--- config.mk ---
export PLATFORM = sky130hd
export DESIGN_NAME = bram_loader
export DESIGN_NICKNAME = d
export VERILOG_FILES = /design/src/rtl/bram_loader.sv
export SDC_FILE = /design/constraint.sdc
export NUM_CORES = 1
export LEC_CHECK = 0
export BUFFER_PORTS_ARGS = -buffer_cell sky130_fd_sc_hd__buf_2
export CORE_MARGIN = 2
export CORE_UTILIZATION = 40
export CTS_CLUSTER_SIZE = 10
export DETAILED_ROUTE_END_ITERATION = 8
export PLACE_DENSITY = 0.63
export SLEW_MARGIN = 20
export SYNTH_ARGS = -nofsm -noshare
export SYNTH_HDL_FRONTEND = slang
export SYNTH_SLANG_ARGS = --single-unit
--- constraint.sdc ---
create_clock -name clock -period 2.3 [get_ports clock]
set_clock_uncertainty 0.1 [all_clocks]
set_input_delay 0.23 -clock clock [delete_from_list [all_inputs] [get_ports clock]]
set_output_delay 0.23 -clock clock [all_outputs]
set_load 0.005 [all_outputs]
--- src/rtl/bram_loader.sv ---
// bram_loader: streams 32-bit message words into 512-bit rows of a downstream
// memory. Each accepted word is written one cycle later as one 32-bit slice of
// the current row, with the most significant slice written first.
// A job is started by a start pulse and can be cancelled with abort.
// Optional build macro: BRAM_LOADER_BYTE_SWAP_EN. When it is defined, each word
// is byte-reversed before it is written. When it is undefined, words pass
// through unchanged.
module bram_loader #(
  parameter int BRAM_DEPTH = 500
) (
  input  logic        clock,
  input  logic        rst_n,
  input  logic        start,
  input  logic [15:0] base_addr,
  input  logic [15:0] num_blocks,
  input  logic        abort,
  input  logic [31:0] word_in,
  input  logic        word_valid,
  output logic        word_ready,
  output logic [15:0] addr,
  output logic [8:0]  addr_width,
  output logic        cs_n,
  output logic        wr_n,
  output logic        rd_n,
  output logic [31:0] bram_data_in,
  output logic        block_done,
  output logic        busy,
  output logic        done,
  output logic        err
);

  // Each row holds a fixed 16 words of 32 bits.
  localparam int WORDS_PER_ROW = 16;

  typedef enum logic [1:0] {
    IDLE   = 2'd0,
    LOAD   = 2'd1,
    FINISH = 2'd2
  } state_t;

  state_t      state_reg;
  logic [3:0]  k_reg;         // word index within the current row
  logic [15:0] row_reg;       // row currently being filled
  logic [15:0] last_row_reg;  // final row of the job

  logic [16:0] end_excl;      // base_addr + num_blocks, kept 17-bit so it cannot wrap
  logic        start_ok;
  logic        xfer;
  logic        last_word;
  logic [31:0] word_mapped;

  // The memory is write-only from this block, so the read strobe stays idle.
  assign rd_n = 1'b1;

  assign end_excl  = {1'b0, base_addr} + {1'b0, num_blocks};
  assign start_ok  = (num_blocks != 16'd0) && (end_excl <= 17'(BRAM_DEPTH));
  // word_ready is only ever high in LOAD, so the handshake alone identifies a transfer.
  assign xfer      = word_valid && word_ready;
  assign last_word = (k_reg == 4'(WORDS_PER_ROW - 1));

`ifdef BRAM_LOADER_BYTE_SWAP_EN
  // Byte-reverse each word. This is only a wire permutation, so it adds no logic and no delay.
  genvar gi;
  generate
    for (gi = 0; gi < 4; gi++) begin : g_swap
      assign word_mapped[8*gi +: 8] = word_in[8*(3-gi) +: 8];
    end
  endgenerate
`else
  assign word_mapped = word_in;
`endif

  // Job control FSM and the registered write port. A word accepted on an edge
  // is presented to the memory for exactly the following cycle.
  always_ff @(posedge clock or negedge rst_n) begin
    if (!rst_n) begin
      state_reg    <= IDLE;
      k_reg        <= 4'd0;
      row_reg      <= 16'd0;
      last_row_reg <= 16'd0;
      word_ready   <= 1'b0;
      addr         <= 16'd0;
      addr_width   <= 9'd511;
      bram_data_in <= 32'd0;
      cs_n         <= 1'b1;
      wr_n         <= 1'b1;
      block_done   <= 1'b0;
      busy         <= 1'b0;
      done         <= 1'b0;
      err          <= 1'b0;
    end else begin
      // Strobes and pulses are idle unless this cycle's logic raises them.
      cs_n       <= 1'b1;
      wr_n       <= 1'b1;
      block_done <= 1'b0;
      done       <= 1'b0;
      err        <= 1'b0;

      // A handshake that completes on this edge is always honoured, even if
      // abort arrives on the same edge. The accepted word is still written.
      if (xfer) begin
        cs_n         <= 1'b0;
        wr_n         <= 1'b0;
        addr         <= row_reg;
        addr_width   <= 9'd511 - {k_reg, 5'b00000};
        bram_data_in <= word_mapped;
        block_done   <= last_word;
      end

      case (state_reg)
        IDLE: begin
          // If abort and start arrive together, abort wins and the start is dropped silently.
          if (start && !abort) begin
            if (start_ok) begin
              state_reg    <= LOAD;
              row_reg      <= base_addr;
              last_row_reg <= base_addr + num_blocks - 16'd1;
              k_reg        <= 4'd0;
              busy         <= 1'b1;
              word_ready   <= 1'b1;
            end else begin
              err <= 1'b1;
            end
          end
        end

        LOAD: begin
          if (abort) begin
            state_reg  <= IDLE;
            busy       <= 1'b0;
            word_ready <= 1'b0;
          end else if (xfer) begin
            k_reg <= k_reg + 4'd1;
            if (last_word) begin
              if (row_reg == last_row_reg) begin
                // Stop accepting words. The final write happens during FINISH.
                state_reg  <= FINISH;
                word_ready <= 1'b0;
              end else begin
                row_reg <= row_reg + 16'd1;
              end
            end
          end
        end

        FINISH: begin
          state_reg <= IDLE;
          busy      <= 1'b0;
          done      <= !abort;
        end

        default: begin
          state_reg  <= IDLE;
          busy       <= 1'b0;
          word_ready <= 1'b0;
        end
      endcase
    end
  end

endmodule

# Word level (Yosys, flattened, before mapping)

Cells that the tools add are included.

Register bits after elaboration: 101
Bits in latches: 0
RAM bits: 0
Bits in read-only memories: 0
Bits of input ports: 69
Memories kept: 0

Add/sub/neg operators: 6
Multipliers: 0
Divide/modulo/power cells: 0
Magnitude comparators: 1
Equality and inequality tests: 14
Shift-type cells: 0
Mux-type cells: 34
Bitwise logic cells: 1
Reduce and logical (&&, ||, !) cells: 13

Operators by type and width:

| cell                                                                   | number |
|---|---|
| 16-bit two-way mux                                                     | 6 |
| 16-bit case mux with 2 select lines                                    | 1 |
| 16-bit by 16-bit adder with 17-bit output                              | 1 |
| 17-bit by 9-bit <= comparator with 1-bit output, second input constant | 1 |
| 16-bit by 1-bit adder with 16-bit output, second input constant        | 1 |
| 16-bit adder                                                           | 1 |
| 16-bit equality test                                                   | 1 |
| 4-bit two-way mux                                                      | 4 |
| 16-bit nonzero test                                                    | 1 |
| 16-bit by 1-bit subtractor with 16-bit output, second input constant   | 1 |
| 2-bit != test, second input constant                                   | 7 |
| 1-bit two-way mux                                                      | 13 |
| 2-bit two-way mux                                                      | 6 |
| 5-bit AND reduction                                                    | 2 |
| 3-bit != test, second input constant                                   | 3 |
| 9-bit subtractor, first input constant                                 | 1 |
| 4-bit case mux with 2 select lines                                     | 1 |
| 7-bit AND reduction                                                    | 1 |
| 3-bit AND reduction                                                    | 2 |
| 6-bit AND reduction                                                    | 1 |
| 4-bit by 1-bit adder with 4-bit output, second input constant          | 1 |
| 4-bit equality test, second input constant                             | 1 |
| 2-bit case mux with 2 select lines                                     | 1 |
| 1-bit logical AND                                                      | 3 |
| 8 further kinds                                                        | 8 |

# Depth between registers and ports, before layout

Depth after elaboration: 6
Depth in mapped cells: 15

# Least setup slack after synthesis

Ideal clock, no wire load.

Path type: input to register
Start point: input base_addr[0]
End point: register last_row_reg[10]
Library setup time: 0.125 ns
Arrival time: 2.993 ns
Required time: 2.075 ns
Path slack: -0.918 ns
Cell stages on the path: 12
Path through: ha_1 > fa_1 > a211o_1 > a21oi_2 > o21ai_0 > xnor2_1 > nand3_1 > or4_1 > or2_1 > buf_2 > buf_6 > mux2_4

Cells in the longest elaborated chain, start to end: 4
Elaborated cells between the ends (all ways): 6
Those cells by class: 3 x add/sub; 1 x order compare; 2 x reduce/logical

Ends and longest elaborated chain:

| what                                            | line | text |
|---|---|---|
| from (decl)                                     | 14   | `input logic [15:0] base_addr,` |
| 16-bit by 16-bit adder with 17-bit output       | 55   | `assign end_excl = {1'b0, base_addr} + {1'b0, num_blocks};` |
| 17-bit by 9-bit <= comparator with 1-bit output | 56   | `assign start_ok = (num_blocks != 16'd0) && (end_excl <= 17'(BRAM_DEPTH));` |
| 1-bit logical AND                               | 56   |  |
| 3-bit AND reduction (no source line)            | --   |  |
| to (signal assigned)                            | 117  | `last_row_reg <= base_addr + num_blocks - 16'd1;` |
| to (decl)                                       | 44   | `logic [15:0] last_row_reg;` |

Several ways; a longest one is shown, not always the timed one.
A chain may end at the register's enable or synchronous reset.

# Final worst setup path

Start point: input num_blocks[0]
End point: register last_row_reg[8]

Cells in the longest elaborated chain, start to end: 4
Elaborated cells between the ends (all ways): 7
Those cells by class: 3 x add/sub; 1 x order compare; 3 x reduce/logical

Ends and longest elaborated chain:

| what                                            | line | text |
|---|---|---|
| from (decl)                                     | 15   | `input logic [15:0] num_blocks,` |
| 16-bit by 16-bit adder with 17-bit output       | 55   |  |
| 17-bit by 9-bit <= comparator with 1-bit output | 56   |  |
| 1-bit logical AND                               | 56   |  |
| 3-bit AND reduction (no source line)            | --   |  |

Several ways; a longest one is shown, not always the timed one.

==> results by group <==
Clock network
  – Number of CTS-inserted buffers: 9
  – Clk pin slew, worst setup/hold paths: roughly 0.060 ns
  – TritonCTS clock tree: done
  – Clk_lat worst skew: 0.33 ns
  – Root Buffer: clkbuf_16
  – CTS HTree Levels: 3
  – Maximum clock path buffer count: 2
  – Clock sink count: between 90 and 100

Final layout
  – Fin nets: 1,014
  – Storage cell area: 2409 um2
  – Multi-input logic area: approximately 3600 um2
  – Ant. Diodes: 0
  – Biggest register: bram_data_in
  – Commonest non-fill, non-tap cell in the layout: buf_2
  – # fillers: 1,295
  – Most frequent cells in the layout: buf_2, buf_4, dfrtp_1
  – Max reg flops: 32
  – Cell area after layout: 8758 um2
  – Layout area overhead: 44.15%
  – Layout cells sized above 1: 46.28%
  – Finished Core Util: 58.26%

Yosys
  – Post-Synthesis Cells: approximately 640
  – Unique masters post-synth: 65
  – Top_reg_cell synth: dfrtp_1
  – Post-synth ARST share: 100.0%
  – Ys Warns: 0
  – Synth Register Bits: 96
  – Post-synth EDFFs: 0
  – Syn avg cell area: 9.479 um2
  – Top cell type's share of synthesized area: 37.48%
  – Cell taking the most area after synthesis: dfrtp_1
  – Post-synthesis sequential area ratio: 39.64%
  – Syn Std Cell Area: 6076 um2
  – Ranking of synthesized cells by area: dfrtp_1, ha_1, mux2_2

Setup path
  – Worst path bufs/invs: 2
  – CP Launch Type: input pin
  – Crit-path cells: buf_8, ha_4, fa_2, a211o_1, a21oi_4, o211ai_1, o211ai_2, xnor2_2, or4b_4, or2_4, buf_12, mux2_4
  – Crit end category: register
  – CP top delay family: simple AND/OR/NAND/NOR gates
  – Crit path kind: in2reg
  – CP Data Arrival Time: 2.97 ns
  – CP peak stage delay: 0.55 ns
  – CP max-delay cell: or4b_4
  – CP max FO: 7
  – Worst Path Required: around 2.4 ns

Timing
  – Crit path time final: between 2 and 3 ns
  – Final Hold Viols: 0
  – Endpoints failing setup: 40
  – Max-slew violations: 0
  – Fmax: 0.3500 GHz
  – Final worst-path cycle share: 124.2%
  – RSZ-0062 raised after global routing: yes
  – Final worst slack: -0.5573 ns

Floorplanning
  – Die W: 127.2 um
  – Die area: 16,190 um2
  – Rows: between 40 and 50
  – Die Y: ~130 um
  – Core Region: about 15,000 um2
  – Initial Utilization: 40.42%
  – Num ports: 134

Worst hold path
  – HP Class: in2reg

Drt
  – WL met2: 8.050 mm
  – Antenna viol nets, final: 0
  – Drt total wl: 16.83 mm
  – Via density: 5.148
  – Drt pass-1 iters: 5
  – DR vias: 5,606
  – DRC violations left: 0
  – Met3 wire len: 1.053 mm
  – DRT iter0 DRCs: 290
  – Met1 WL: 7.435 mm
  – Wire length per cell: 15.45 um
  – Uppermost layer routed: met4

GRT
  – Initial antenna violation count: 0
  – First-pass GRT wire length: 26.43 mm
  – Largest net degree at the start of global routing: 60
  – Congestion Overflow GR: 0
  – Number of global-route vias before repair: 5,489
  – GRT Overall Usage: 20.43%

Placed design
  – Place WS: -1.220 ns
  – Placed inst area: between 7000 and 8000 um2
  – GPL Wtd Cong: 0.8821
  – IO buf count: 127
  – Final HPWL from detailed placement: 13.07 mm

Pwr
  – Max VDD drop: slightly below 0.3 mV
  – Pleak: 4.575 nW
  – Pwr dens: ~640 nW/um2

Status
  – Outcome: finished with violations
  – Failing checks: negative setup slack

Flow run
  – Max Cap Violations: 0
==> per-stage QoR <==
step                setup TNS (ns)  cells  power (mW)  hold slack (ns)
floorplan                   -22.55    646       3.197          -0.1656
global placement            -34.32   1055       4.008           0.1250
detailed placement          -36.08   1055       4.078           0.1304
CTS                         -19.82   1083       5.615         0.005687
global route                -23.59   1089       6.005          0.02154
finish                      -19.74   1089       5.643          0.02225
==> layer usage <==
metal	up-vias	GRT usage, %
met5	-	0
met4	0	6.464
met3	21	3.057
met2	213	35.71
met1	2629	26.17
li1	2743	-
==> where the power goes <==
group	internal (mW)	leakage (nW)	switching, mW
Sequential	2.07	1.28	0.202
Clock	0.871	0.140	0.582
Combinational	1.05	3.15	0.868
==> logic make-up (layout without fill, tap and decap cells) <==
group / Yosys count / after routing / share of synthesized area [%]
muxes: 56 / 56 / 10.69
DFF: 96 / 96 / 39.64
buffers and inverters: 102 / 357 / 6.940
adders and majority gates: 49 / 49 / 10.34
AOI/OAI and AO/OA: 155 / 155 / 15.55
xor gates and xnor gates: 30 / 30 / 4.325
other: 1 / 6 / 0.06172
and+or+nand+nor: 152 / 152 / 12.46
==> cells in the mapped netlist (3+ instances only) <==
cell and n:
mux2_4 6, buf_4 7, xnor2_1 10, a21oi_1 43, dfrtp_1 91, inv_1 74
nand3_1 16, dfstp_2 5, o21bai_1 4, mux2i_1 3, buf_1 3, and3_1 5
nand2_1 56, o21a_1 5, o211ai_1 4, clkbuf_1 13, nor2b_1 4, or3_1 8
o21ai_0 47, o22ai_1 13, a21o_1 8, xor2_1 20, nor4_1 11, nor2_1 21
nand4_1 6, ha_1 47, nor3_1 6, mux2_2 47, buf_2 4, or2_2 3
a31oi_1 7
==> area by class of cell <==
type                       count  area share (%)
multi-input combinational    448           41.66
clock inverter                 3          0.4857
inverter                      74           3.171
clock buffer                  13           2.857
sequential                    96           27.50
timing repair buffer         267           21.64
tap                          188           2.686
==> what timing repair did <==
item / 4_1_cts / 5_1_grt
gates resized for setup: 66 / 50
setup endpoints to repair: 40 / 40
buffers inserted: 7 / 6
cloned: 4 / 0
hold buffers: 1 / 0
endpoints found under the hold margin: 34 / 0
pin swaps: 27 / 18
==> final timing paths <==
| path | start | endpoint | slack (ns) | depth (start not counted) |
|---|---|---|---|---|
| max in group asynchronous | rst_n | addr_width[8] | 1.09 | 3 |
| setup reg to reg | state_reg[0] | last_row_reg[8] | 0.01 | 6 |
| hold / removal | abort | done | 0.02 | 2 |
| min in group asynchronous | rst_n | bram_data_in[27] | 0.31 | 2 |
| hold reg to reg | addr[9] | addr[9] | 0.38 | 2 |
| setup / recovery | num_blocks[0] | last_row_reg[8] | -0.56 | 12 |
No activity file was read; power rests on OpenSTA's default activity.
